## src/rtl/iob_iob2axi_wr_burst.sv

```systemverilog
// Native-to-AXI4 write DMA master: prefetches native words into a 2-entry FIFO and
// writes them as INCR bursts. Define IOB_IOB2AXI_WR_4K_EN to stop bursts at 4 KB boundaries.
module iob_iob2axi_wr_burst #(
    parameter int ADDR_W    = 32,
    parameter int DATA_W    = 32,
    parameter int AXI_ID_W  = 1,
    parameter int AXI_LEN_W = 8,
    parameter int MAX_BURST = 16,
    parameter int TOTAL_W   = 16
) (
    input  logic                  clk_i,
    input  logic                  rst_i,

    input  logic                  run_i,
    input  logic [ADDR_W-1:0]     addr_i,
    input  logic [TOTAL_W-1:0]    nbeats_i,
    output logic                  ready_o,
    output logic                  done_o,
    output logic                  error_o,

    output logic                  m_valid_o,
    output logic [ADDR_W-1:0]     m_addr_o,
    input  logic [DATA_W-1:0]     m_rdata_i,
    input  logic                  m_ready_i,

    output logic [AXI_ID_W-1:0]   m_axi_awid_o,
    output logic [ADDR_W-1:0]     m_axi_awaddr_o,
    output logic [AXI_LEN_W-1:0]  m_axi_awlen_o,
    output logic [2:0]            m_axi_awsize_o,
    output logic [1:0]            m_axi_awburst_o,
    output logic [1:0]            m_axi_awlock_o,
    output logic [3:0]            m_axi_awcache_o,
    output logic [2:0]            m_axi_awprot_o,
    output logic [3:0]            m_axi_awqos_o,
    output logic                  m_axi_awvalid_o,
    input  logic                  m_axi_awready_i,

    output logic [DATA_W-1:0]     m_axi_wdata_o,
    output logic [DATA_W/8-1:0]   m_axi_wstrb_o,
    output logic                  m_axi_wlast_o,
    output logic                  m_axi_wvalid_o,
    input  logic                  m_axi_wready_i,

    input  logic [AXI_ID_W-1:0]   m_axi_bid_i,
    input  logic [1:0]            m_axi_bresp_i,
    input  logic                  m_axi_bvalid_i,
    output logic                  m_axi_bready_o
);
    localparam int BSHIFT = $clog2(DATA_W / 8);

    typedef enum logic [1:0] {IDLE, ADDR, DATA, RESP} state_t;

    state_t                 state_q;
    logic [ADDR_W-1:0]      start_addr_q;
    logic [ADDR_W-1:0]      awaddr_q;
    logic [TOTAL_W-1:0]     total_q;
    logic [TOTAL_W-1:0]     fetched_q;
    logic [TOTAL_W-1:0]     remaining_q;
    logic [TOTAL_W-1:0]     len_q;
    logic [AXI_LEN_W-1:0]   awlen_q;
    logic [AXI_LEN_W-1:0]   beat_q;
    logic                   awvalid_q;
    logic                   done_q;
    logic                   error_q;

    logic [DATA_W-1:0]      fifo_mem_q [2];
    logic                   wr_ptr_q;
    logic                   rd_ptr_q;
    logic [1:0]             count_q;

    logic                   push;
    logic                   pop;
    logic [ADDR_W-1:0]      addr_d;
    logic [TOTAL_W-1:0]     rem_d;
    logic [TOTAL_W-1:0]     len_start_d;
    logic [TOTAL_W-1:0]     len_next_d;
    logic [31:0]            room_start;
    logic [31:0]            room_next;
    logic                   unused_bid;

    function automatic logic [TOTAL_W-1:0] clip_len(input logic [TOTAL_W-1:0] rem,
                                                    input logic [31:0] room);
        logic [31:0] l;
        l = 32'(rem);
        if (l > 32'(MAX_BURST)) l = 32'(MAX_BURST);
        if (l > room) l = room;
        return TOTAL_W'(l);
    endfunction

`ifdef IOB_IOB2AXI_WR_4K_EN
    // Beats that fit between the address and the next 4 KB page boundary.
    function automatic logic [31:0] room_4k(input logic [ADDR_W-1:0] a);
        logic [12:0] bytes_left;
        bytes_left = 13'h1000 - {1'b0, a[11:0]};
        return 32'(bytes_left >> BSHIFT);
    endfunction

    assign room_start = room_4k(addr_i);
    assign room_next  = room_4k(addr_d);
`else
    assign room_start = 32'(MAX_BURST);
    assign room_next  = 32'(MAX_BURST);
`endif

    assign addr_d      = awaddr_q + (ADDR_W'(len_q) << BSHIFT);
    assign rem_d       = remaining_q - len_q;
    assign len_start_d = clip_len(nbeats_i, room_start);
    assign len_next_d  = clip_len(rem_d, room_next);

    assign ready_o   = (state_q == IDLE);
    assign done_o    = done_q;
    assign error_o   = error_q;
    assign m_valid_o = (state_q != IDLE) && (fetched_q < total_q) && (count_q != 2'd2);
    assign m_addr_o  = start_addr_q + (ADDR_W'(fetched_q) << BSHIFT);

    assign m_axi_awid_o    = '0;
    assign m_axi_awaddr_o  = awaddr_q;
    assign m_axi_awlen_o   = awlen_q;
    assign m_axi_awsize_o  = 3'(BSHIFT);
    assign m_axi_awburst_o = 2'b01;
    assign m_axi_awlock_o  = 2'b00;
    assign m_axi_awcache_o = 4'd2;
    assign m_axi_awprot_o  = 3'd2;
    assign m_axi_awqos_o   = 4'd0;
    assign m_axi_awvalid_o = awvalid_q;

    assign m_axi_wvalid_o = (state_q == DATA) && (count_q != 2'd0);
    assign m_axi_wdata_o  = fifo_mem_q[rd_ptr_q];
    assign m_axi_wstrb_o  = '1;
    assign m_axi_wlast_o  = m_axi_wvalid_o && (beat_q == awlen_q);
    assign m_axi_bready_o = (state_q == RESP);

    assign push       = m_valid_o && m_ready_i;
    assign pop        = m_axi_wvalid_o && m_axi_wready_i;
    assign unused_bid = ^m_axi_bid_i;

    always_ff @(posedge clk_i or posedge rst_i) begin
        if (rst_i) begin
            wr_ptr_q <= 1'b0;
            rd_ptr_q <= 1'b0;
            count_q  <= 2'd0;
        end else begin
            if (push) wr_ptr_q <= ~wr_ptr_q;
            if (pop)  rd_ptr_q <= ~rd_ptr_q;
            case ({push, pop})
                2'b10:   count_q <= count_q + 2'd1;
                2'b01:   count_q <= count_q - 2'd1;
                default: count_q <= count_q;
            endcase
        end
    end

    always_ff @(posedge clk_i) begin
        if (push) fifo_mem_q[wr_ptr_q] <= m_rdata_i;
    end

    always_ff @(posedge clk_i or posedge rst_i) begin
        if (rst_i) begin
            state_q      <= IDLE;
            start_addr_q <= '0;
            awaddr_q     <= '0;
            total_q      <= '0;
            fetched_q    <= '0;
            remaining_q  <= '0;
            len_q        <= '0;
            awlen_q      <= '0;
            beat_q       <= '0;
            awvalid_q    <= 1'b0;
            done_q       <= 1'b0;
            error_q      <= 1'b0;
        end else begin
            done_q <= 1'b0;
            if (push) fetched_q <= fetched_q + TOTAL_W'(1);
            case (state_q)
                IDLE: begin
                    if (run_i && (nbeats_i != '0)) begin
                        start_addr_q <= addr_i;
                        total_q      <= nbeats_i;
                        fetched_q    <= '0;
                        awaddr_q     <= addr_i;
                        remaining_q  <= nbeats_i;
                        len_q        <= len_start_d;
                        awlen_q      <= AXI_LEN_W'(len_start_d - TOTAL_W'(1));
                        awvalid_q    <= 1'b1;
                        error_q      <= 1'b0;
                        state_q      <= ADDR;
                    end
                end
                ADDR: begin
                    if (m_axi_awready_i) begin
                        awvalid_q <= 1'b0;
                        beat_q    <= '0;
                        state_q   <= DATA;
                    end
                end
                DATA: begin
                    if (pop) begin
                        beat_q <= beat_q + AXI_LEN_W'(1);
                        if (m_axi_wlast_o) state_q <= RESP;
                    end
                end
                RESP: begin
                    if (m_axi_bvalid_i) begin
                        error_q     <= error_q | (|m_axi_bresp_i);
                        awaddr_q    <= addr_d;
                        remaining_q <= rem_d;
                        if (rem_d != '0) begin
                            len_q     <= len_next_d;
                            awlen_q   <= AXI_LEN_W'(len_next_d - TOTAL_W'(1));
                            awvalid_q <= 1'b1;
                            state_q   <= ADDR;
                        end else begin
                            done_q  <= 1'b1;
                            state_q <= IDLE;
                        end
                    end
                end
                default: state_q <= IDLE;
            endcase
        end
    end
endmodule

```

## config.mk

```make
export PLATFORM = sky130hd
export DESIGN_NAME = iob_iob2axi_wr_burst
export DESIGN_NICKNAME = d
export VERILOG_FILES = /design/src/rtl/iob_iob2axi_wr_burst.sv
export SDC_FILE = /design/constraint.sdc
export NUM_CORES = 1
export LEC_CHECK = 0
export BUFFER_PORTS_ARGS = -buffer_cell sky130_fd_sc_hd__buf_4
export CAP_MARGIN = 20
export CORE_UTILIZATION = 30
export DETAILED_ROUTE_END_ITERATION = 10
export GPL_TIMING_DRIVEN = 0
export PLACE_DENSITY = 0.57
export SKIP_CTS_REPAIR_TIMING = 1
export SYNTH_ARGS = -nofsm -noshare
export SYNTH_HDL_FRONTEND = slang
export SYNTH_SLANG_ARGS = --single-unit
```

## constraint.sdc

```tcl
create_clock -name clk_i -period 6.6 [get_ports clk_i]
set_input_delay 0.66 -clock clk_i [delete_from_list [all_inputs] [get_ports clk_i]]
set_output_delay 0.66 -clock clk_i [all_outputs]
set_load 0.02 [all_outputs]
```

# ---- Word-level counts from Yosys, hierarchy flattened
# Memories as Yosys holds them, arrays and structs flattened.
# Cells that the tools add are included.
dict set report totals {
  output_inout_bits 135
  ff_bits 153
  ramBits 64
  memories 1
  in_bits 90
  wordCells 114
}
dict set report classes {
  n_lt_le_gt_ge 5
  reduce_logical 23
  bitwise_logic 3
  add_sub_neg 9
  mux 45
  eq_ne 13
}
# memory words width rd rd_clocked_by_memory_dff wr line_no
set memory_table {}
lappend memory_table {fifo_mem_q 2 32 1 0 1 66} ;# logic [DATA_W-1:0] fifo_mem_q [2];
# op count
set op_table {}
lappend op_table {{16-bit two-way mux} 12}
lappend op_table {{32-bit by 18-bit adder with 32-bit output} 2}
lappend op_table {{32-bit two-way mux} 2}
lappend op_table {{16-bit case mux with 2 select lines} 2}
lappend op_table {{32-bit case mux with 2 select lines} 1}
lappend op_table {{16-bit by 5-bit greater-than comparator with 1-bit output (second input constant)} 3}
lappend op_table {{8-bit two-way mux} 5}
lappend op_table {{32-bit by 5-bit greater-than comparator with 1-bit output (second input constant)} 1}
lappend op_table {{8-bit case mux with 2 select lines} 2}
lappend op_table {{16-bit nonzero test} 2}
lappend op_table {{16-bit by 1-bit adder with 16-bit output (second input constant)} 1}
lappend op_table {{16-bit less-than comparator} 1}
lappend op_table {{16-bit subtractor} 1}
lappend op_table {{8-bit by 1-bit subtractor with 8-bit output (second input constant)} 2}
lappend op_table {{1-bit two-way mux} 12}
lappend op_table {{2-bit two-way mux} 5}
lappend op_table {{2-bit inequality test (second input constant)} 5}
lappend op_table {{5-bit AND reduction} 2}
lappend op_table {{2-bit nonzero test} 5}
lappend op_table {{8-bit by 1-bit adder with 8-bit output (second input constant)} 1}
lappend op_table {{8-bit equality test} 1}
lappend op_table {{2-bit case mux with 4 select lines} 1}
lappend op_table {{1-bit logical AND} 7}
lappend op_table {{2-bit equality test (second input constant)} 3}
lappend op_table {{15 further kinds} 19}

# ---- Logic depth before layout (Yosys ltp)
# Gate-level depths: netlist of run 1.
dict set report depth {
  depth_word 9
  depth_mapped 18
  ltp_nobuf 17
}

# ---- Worst setup path after synthesis of run 1
# No wires, ideal clock.
dict set report synth_path {
  path_kind {reg2reg}
  start {register remaining_q[0]}
  end {register awlen_q[2] (netlist: m_axi_awlen_o[2])}
  setup_slack_ns 2.416
  setup_ns 0.069
  period_less_slack_ns 4.184
  arrival_ns 4.115
  n_path_buf 1
  stages_incl_launch_ff 17
  path_cell_list {dfrtp_1 inv_1 ha_1 inv_1 fa_1 a211oi_1 o21ai_0 xor2_1 nor2_1 or4b_1 or4b_1 buf_2 nor4_2 a22oi_1 ha_1 or4_1 nand3_1}
}
dict set report synth_via {
  elab_chain_cells 9
  word_cells_on_any_way 12
}
# element line_no
set synth_rtl {}
lappend synth_rtl {{start: declaration} 58} ;# logic [TOTAL_W-1:0] remaining_q;
lappend synth_rtl {{start signal: assignment} 181} ;# remaining_q <= nbeats_i;
lappend synth_rtl {{start signal: assignment} 206} ;# remaining_q <= rem_d;
lappend synth_rtl {{16-bit subtractor *} 106} ;# assign rem_d = remaining_q - len_q;
lappend synth_rtl {{16-bit by 5-bit greater-than comparator with 1-bit output} 85} ;# if (l > 32'(MAX_BURST)) l = 32'(MAX_BURST);
lappend synth_rtl {{16-bit two-way mux} 85}
lappend synth_rtl {{32-bit by 5-bit greater-than comparator with 1-bit output} 86} ;# if (l > room) l = room;
lappend synth_rtl {{16-bit two-way mux} 86}
lappend synth_rtl {{8-bit by 1-bit subtractor with 8-bit output} 209} ;# awlen_q <= AXI_LEN_W'(len_next_d - TOTAL_W'(1));
lappend synth_rtl {{8-bit two-way mux} 207} ;# if (rem_d != '0) begin
lappend synth_rtl {{8-bit two-way mux} 203} ;# if (m_axi_bvalid_i) begin
lappend synth_rtl {{8-bit case mux with 2 select lines} 174} ;# case (state_q)
lappend synth_rtl {{end signal: assignment} 183} ;# awlen_q <= AXI_LEN_W'(len_start_d - TOTAL_W'(1));
lappend synth_rtl {{end signal: assignment} 209}
lappend synth_rtl {{end: declaration} 60} ;# logic [AXI_LEN_W-1:0] awlen_q;
# Mark *: on every way between the ends. The rest lies on a longest branch, timed or not. The select of a mux whose other input is x is not followed.
# A chain may end at the register's enable or synchronous reset.

# ---- Final worst setup path of run 1
# Same ends and word-level chain as after synthesis.

==> results of run 1 <==
## per-stage QoR
step                hold slack, ns  power [W]    util
finish                     0.06795   0.008013  0.3811
global route               0.07024   0.008543  0.3811
global placement            0.4672   0.006461  0.3580
detailed placement          0.4708   0.006539  0.3597
floorplan                   0.4453   0.005003       -
CTS                        0.05907   0.008056  0.3808
## worst min-delay path by stage
stage | startpoint | depth (start not counted) | to | slack [ns]
after floorplan | remaining_q[12] | 2 | remaining_q[12] | 0.45
after global placement | start_addr_q[1] | 2 | start_addr_q[1] | 0.47
after detailed placement | start_addr_q[4] | 2 | start_addr_q[4] | 0.47
after CTS | rst_i | 2 | start_addr_q[24] | 0.06
after global routing | rst_i | 2 | start_addr_q[24] | 0.07
final | rst_i | 2 | start_addr_q[24] | 0.07
## report_power, final
group,internal [W],switching (W)
clock,0.000898,0.000588
combinational,0.00168,0.00260
sequential,0.00187,0.000375
## metal layers
metal / up-vias / part of all wire / track usage
li1: 5222 / - / -
met1: 5233 / 0.44 / 0.2458
met2: 343 / 0.47 / 0.2940
met3: 63 / 0.056 / 0.02611
met4: 0 / 0.035 / 0.07050
met5: - / 0 / 0
## layout make-up
type	count	share of cell area
clock inverter	11	0.009414
sequential	217	0.3606
timing repair buffer	202	0.09712
inverter	61	0.01483
multi-input combinational	993	0.4031
tap	539	0.04228
clock buffer	34	0.04597
buffer	80	0.02597
antenna	5	0.0007845
## state kept, by name, summed over array words and instances, names as in the netlist, 2 cells and up
name	count
fifo_mem_q	64
m_axi_awaddr_o	32
start_addr_q	32
fetched_q	16
len_q	16
remaining_q	16
total_q	16
beat_q	8
m_axi_awlen_o	8
count_q	2
state_q	2
## cells in the mapped netlist (8+ instances only)
master    count  share of area
a211oi_1     13         0.0077
a21o_1       21          0.012
a21oi_1      52          0.020
a22oi_1      10         0.0059
and2_1       10         0.0049
and3_1       19         0.0093
buf_4        25          0.015
clkbuf_1     45          0.013
dfrtp_1     153           0.30
edfxtp_1     64           0.15
ha_1         71          0.070
inv_1        61          0.018
mux2_2       32          0.028
mux2i_1      26          0.020
nand2_1     205          0.060
nand2b_1      8         0.0039
nand3_1      43          0.017
nand4_1      15         0.0074
nor2_1       79          0.023
nor2b_1      16         0.0079
nor3_1       31          0.012
nor3b_1       8         0.0047
nor4_1       11         0.0054
o21a_1       14         0.0083
o21ai_0      91          0.036
or3_1        10         0.0049
xnor2_1      51          0.035
xor2_1       17          0.012
## worst register-to-register path, cell delays in order (launching register included)
cell      delay [ns]
dfrtp_1         0.37
inv_1           0.07
ha_1            0.18
inv_1           0.06
fa_1            0.42
a211oi_1        0.36
o21ai_0         0.19
xor2_1          0.18
nor2_1          0.09
or4b_1          0.42
or4b_1          0.54
buf_2           0.20
nor4_2          0.46
a22oi_1         0.23
ha_1            0.32
or4_1           0.53
nand3_1         0.09
## logic make-up (layout without fill, tap and decap cells)
| logic type | Yosys count | count (layout) | synth area share |
|---|---|---|---|
| AOI/OAI and AO/OA | 286 | 286 | 0.1467 |
| xor gates and xnor gates | 68 | 68 | 0.04679 |
| adders and majority gates | 74 | 74 | 0.07450 |
| buffers and inverters | 141 | 388 | 0.05052 |
| DFF | 217 | 217 | 0.4517 |
| muxes | 59 | 59 | 0.04993 |
| other | 2 | 28 | 0.0005900 |
| and+or+nand+nor | 483 | 483 | 0.1792 |
==> impl_metrics.env, run 1 <==
export IMPL_power_static_leakage_nw=7.138
export IMPL_final_layout_size_suffix_gt1_frac=0.2053
export IMPL_grt_pass1_vias=10520
export IMPL_worst_setup_path_end_kind="flip-flop"
export IMPL_post_route_cell_area_sq_um=15950
export IMPL_tritoncts_num_sinks=217
export IMPL_worstMarginPinSlew_ns=1.042
export IMPL_die_width_um=208.0
export IMPL_syn_inst=1330
export IMPL_timing_critical_path_fanout_max=8
export IMPL_worst_skew_pair_late_latency_ns=0.54
export IMPL_cts_tree="built"
export IMPL_number_of_synthesized_flops_with_an_enable_pin=64
export IMPL_die_height_um=208.0
export IMPL_hpwl_mm=30.74
export IMPL_dr_pass1_iters=5
export IMPL_ctsHtreeMaxLevel=1
export IMPL_fp_row_count=75
export IMPL_ioPinCount=225
export IMPL_average_wire_length_per_cell_after_detail_routing_um=18.72
export IMPL_ys_ff_latch=217
export IMPL_final_report_max_slew_violation_count=0
export IMPL_setup_worst_path_start_class="flip-flop"
export IMPL_yosys_cell_types_count=75
export IMPL_worstSetupPathType="flip-flop to flip-flop"
export IMPL_final_setup_viol_count=0
export IMPL_worstPathBufferInverterCount=3
export IMPL_grt_usage=0.1820
export IMPL_post_placement_cell_count=2092
export IMPL_floorplan_die_area_sq_um=43260
export IMPL_r2r_setup_slack_ns=1.82
export IMPL_yosysWarningCount=0
export IMPL_reg2reg_from="remaining_q[0]"
export IMPL_vdd_drop_max_v=0.0002160
export IMPL_multi_input_area_sq_um=6429
export IMPL_core_area_sq_um=41850
export IMPL_cap_violations=0
export IMPL_start_util=0.3042
export IMPL_layout_cells_most_common="buf_4"
export IMPL_slew_limit_headroom=0.3024
export IMPL_crit_slowest_cell="or4b_1"
export IMPL_synth_async_reset_ratio=0.7051
export IMPL_area_delta_synth_final_pct=25.29
export IMPL_largest_net_degree_at_the_start_of_global_routing=125
export IMPL_critical_path_s_top_delay_family="simple AND/OR/NAND/NOR gates"
export IMPL_critical_path_start="remaining_q[0]"
export IMPL_post_place_ws_ns=1.883
export IMPL_timing_rr_end="m_axi_awlen_o[2]"
export IMPL_cts_root_to_sink_buffers=3
export IMPL_ant_nets=0
export IMPL_largest_incremental_delay_on_the_critical_path_ns=0.54
export IMPL_synth_area_sq_um=12730
export IMPL_max_clock_freq_mhz=209.3
export IMPL_timing_critical_path_cells="inv_1, ha_1, inv_1, fa_1, a211oi_1, o21ai_0, xor2_1, nor2_1, or4b_1, or4b_1, buf_2, nor4_2, a22oi_1, ha_1, or4_1, nand3_1"
export IMPL_cp_data_required_time_ns=7.06
export IMPL_timing_critical_path_arrival_ns=5.24
export IMPL_synth_avg_cell_area_sq_um=9.571
export IMPL_cp_num_cells=16
export IMPL_worst_r2r_path_depth=16
export IMPL_final_nets=1744
export IMPL_report_final_hold_viol_count=0
export IMPL_finalCriticalPeriod_ns=4.779
export IMPL_final_period_utilization=0.7240
export IMPL_dpl_instance_area_sq_um=15050
export IMPL_sequential_standard_cell_area_sq_um=5751
export IMPL_finClkSkew_ns=0.02500
export IMPL_tns_ns=0
export IMPL_finalWorstSetupSlack_ns=1.821
export IMPL_worst_setup_path_endpoint="m_axi_awlen_o[2]"
export IMPL_grt_first_pass_wirelength_mm=61.73
export IMPL_synthFlopType="dfrtp_1"
export IMPL_status="completed"
export IMPL_power_per_cell_area_nw_per_um2=502.4
export IMPL_number_of_vias_in_the_routed_layout=10860
export IMPL_hold_wc_path_type="input port to async pin"
export IMPL_overflow=0
export IMPL_postRouteWirelength_mm=40.10
export IMPL_post_layout_nonfiller_instances=2142
export IMPL_grt_setup_unrepaired="no"
export IMPL_most_frequent_cells_in_the_layout="buf_4, nand2_1, dfrtp_1, o21ai_0, nor2_1"
export IMPL_synth_sequential_area_ratio=0.4517
export IMPL_detail_route_iter0_violations=900
export IMPL_cts_clk_slew_worst_paths_ns=0.06
export IMPL_avgViaCountPerCell=5.070
export IMPL_post_route_drc_count=0
export IMPL_i_o_buffers=200
export IMPL_antenna_found_initial=4
export IMPL_ctsRootBufferMaster="clkbuf_16"
export IMPL_place_gp_congestion=0.9307
export IMPL_cts_inserted_buffers=25
export IMPL_number_of_fill_cells=4256
Note: power is estimated with default switching activity, not from simulation.
==> run 2, diff against run 1 <==
--- a/config.mk
+++ b/config.mk
@@ -10,7 +10,7 @@
 export CORE_UTILIZATION = 30
 export DETAILED_ROUTE_END_ITERATION = 10
 export GPL_TIMING_DRIVEN = 0
-export PLACE_DENSITY = 0.57
+export PLACE_DENSITY = 0.59
 export SKIP_CTS_REPAIR_TIMING = 1
 export SYNTH_ARGS = -nofsm -noshare
 export SYNTH_HDL_FRONTEND = slang
==> constraint.sdc (replaced) <==
create_clock -name clk_i -period 3.86 [get_ports clk_i]
set_input_delay 0.386 -clock clk_i [delete_from_list [all_inputs] [get_ports clk_i]]
set_output_delay 0.386 -clock clk_i [all_outputs]
set_load 0.02 [all_outputs]
==> run 2 against run 1 <==
The run now ends with setup timing left; register-to-register slack lost 2.1 ns; sequential power increased by 73%; flip-flop and latch count stayed put; clock skew fell by 0.013 ns; final area up 3.3%; largest cell class unchanged.
==> impl_metrics.env, run 2 (same netlist as run 1, synthesis figures left out) <==
export IMPL_status="finished with violations"
export IMPL_failed_checks="setup timing"
export IMPL_switching_power_w=0.006213
export IMPL_hpwl_mm=31.02
export IMPL_grt_first_pass_wirelength_mm=61.88
export IMPL_core_area_sq_um=41850
export IMPL_post_route_drc_count=0
export IMPL_grt_pass1_vias=10680
export IMPL_clock_power_share=0.181
export IMPL_area_delta_synth_final_pct=29.44
export IMPL_postRouteWirelength_mm=40.56
export IMPL_power_sequential_fraction=0.276
export IMPL_cts_clk_slew_worst_paths_ns=0.06
export IMPL_avgViaCountPerCell=5.109
export IMPL_vdd_drop_max_v=0.0003542
export IMPL_setup_worst_path_start_class="flip-flop"
export IMPL_number_of_vias_in_the_routed_layout=11080
export IMPL_finalCriticalPeriod_ns=4.174
export IMPL_worst_skew_pair_late_latency_ns=0.54
export IMPL_finalWorstSetupSlack_ns=-0.3142
export IMPL_die_width_um=208.0
export IMPL_post_layout_nonfiller_instances=2169
export IMPL_worstPathBufferInverterCount=1
export IMPL_slew_limit_headroom=0.2964
export IMPL_start_util=0.3042
export IMPL_ant_nets=0
export IMPL_grt_usage=0.1821
export IMPL_worstSetupPathType="flip-flop to flip-flop"
export IMPL_power_per_cell_area_nw_per_um2=854.1
export IMPL_detail_route_iter0_violations=715
export IMPL_crit_slowest_cell="or4b_4"
export IMPL_final_layout_size_suffix_gt1_frac=0.2471
export IMPL_ioPinCount=225
export IMPL_timing_critical_path_arrival_ns=4.65
export IMPL_worst_setup_path_end_kind="flip-flop"
export IMPL_hold_wc_path_type="input port to flip-flop"
export IMPL_number_of_fill_cells=4188
export IMPL_final_setup_viol_count=10
export IMPL_average_wire_length_per_cell_after_detail_routing_um=18.70
export IMPL_tns_ns=-0.8992
export IMPL_report_final_hold_viol_count=0
export IMPL_swShare=0.4415
export IMPL_cts_root_to_sink_buffers=3
export IMPL_intPower_w=0.007860
export IMPL_largest_register_ff_count=64
export IMPL_power_static_leakage_nw=7.310
export IMPL_cts_tree="built"
export IMPL_ctsRootBufferMaster="clkbuf_16"
export IMPL_ctsHtreeMaxLevel=1
export IMPL_tritoncts_num_sinks=217
export IMPL_registers_top_by_ff_count="fifo_mem_q"
export IMPL_most_frequent_cells_in_the_layout="buf_4, nand2_1, dfrtp_1, o21ai_0, nor2_1"
export IMPL_layout_cells_most_common="buf_4"
export IMPL_largest_incremental_delay_on_the_critical_path_ns=0.62
export IMPL_cts_inserted_buffers=25
export IMPL_post_placement_cell_count=2095
export IMPL_final_nets=1772
export IMPL_grt_setup_unrepaired="yes"
export IMPL_finClkSkew_ns=0.01198
export IMPL_i_o_buffers=200
export IMPL_worstMarginPinSlew_ns=1.048
export IMPL_timing_hold_ws_ns=0.02990
export IMPL_cap_violations=0
export IMPL_timing_critical_path_cells="inv_2, ha_4, nor2b_4, o31a_1, a211o_1, xor2_2, or4b_1, or4b_4, nor4_4, a22oi_2, ha_2, or4_1, nand3_1"
export IMPL_dr_pass1_iters=5
export IMPL_power_combinational_fraction=0.543
export IMPL_overflow=0
export IMPL_critical_path_s_top_delay_family="simple AND/OR/NAND/NOR gates"
export IMPL_antenna_found_initial=4
export IMPL_timing_critical_path_fanout_max=6
export IMPL_floorplan_die_area_sq_um=43260
export IMPL_die_height_um=208.0
export IMPL_fp_row_count=75
export IMPL_largest_net_degree_at_the_start_of_global_routing=39
export IMPL_place_gp_congestion=0.9240
export IMPL_final_report_max_slew_violation_count=0
export IMPL_max_clock_freq_mhz=239.6
export IMPL_cp_data_required_time_ns=4.33
export IMPL_final_period_utilization=1.081
run 2: changes by cell type in the layout (fill, tap and decap cells not counted), moves of 6 or more:
cell | previous run | this run
dfrtp_2 | 0 | 7
clkbuf_8 | 7 | 1
ha_1 | 71 | 63
ha_4 | 0 | 6
dfrtp_1 | 153 | 146
buf_4 | 225 | 252
run 2: through the flow:
step | utilization | worst slack, ns | total power, W | instance area, sq um
floorplan | - | 0.07236 | 0.008595 | 12850
global placement | 0.3590 | -0.9269 | 0.01107 | 15030
detailed placement | 0.3617 | -0.4196 | 0.01120 | 15140
CTS | 0.3825 | -0.4913 | 0.01381 | 16010
global route | 0.3937 | -0.4084 | 0.01503 | 16480
finish | 0.3937 | -0.3142 | 0.01407 | 16480
run 2: final timing paths:
| check | from | slack (ns) | cells past startpoint | endpoint |
|---|---|---|---|---|
| max | len_q[1] | -0.31 | 13 | m_axi_awlen_o[2] |
| min | m_rdata_i[1] | 0.03 | 1 | fifo_mem_q[0][1] |
| max reg2reg | len_q[1] | -0.31 | 13 | m_axi_awlen_o[2] |
| min reg2reg | total_q[0] | 0.47 | 2 | total_q[0] |
| max in group asynchronous | rst_i | 2.50 | 5 | len_q[0] |
| min in group asynchronous | rst_i | 0.47 | 3 | m_axi_awaddr_o[24] |
run 2: power by group through the flow:
stage                     registers [W]  logic, W  clock network [W]
after floorplan                 0.00387   0.00472                  0
after global placement          0.00385   0.00722                  0
after detailed placement        0.00386   0.00734                  0
after CTS                       0.00383   0.00737            0.00261
after global routing            0.00397   0.00838            0.00268
final                           0.00388   0.00765            0.00255
run 2: final cells by class:
type | count | area (sq um) | area share
multi-input cells | 993 | 6713 | 0.4074
well taps | 539 | 674.4 | 0.04093
flip-flops and latches | 217 | 5759 | 0.3495
clock buffers | 32 | 661.9 | 0.04017
inverters | 61 | 232.7 | 0.01412
plain buffers | 77 | 407.9 | 0.02476
repair buffers | 233 | 1814 | 0.1101
diodes | 3 | 7.507 | 0.0004556
clock inverters | 14 | 206.4 | 0.01253
run 2: routing by layer:
metal / routed length [um] / vias up / GRT usage
met3: 2289 / 71 / 0.02823
met1: 17580 / 5411 / 0.2433
met5: 0 / - / 0
met2: 19470 / 322 / 0.2983
met4: 1225 / 0 / 0.06462
li1: - / 5278 / -
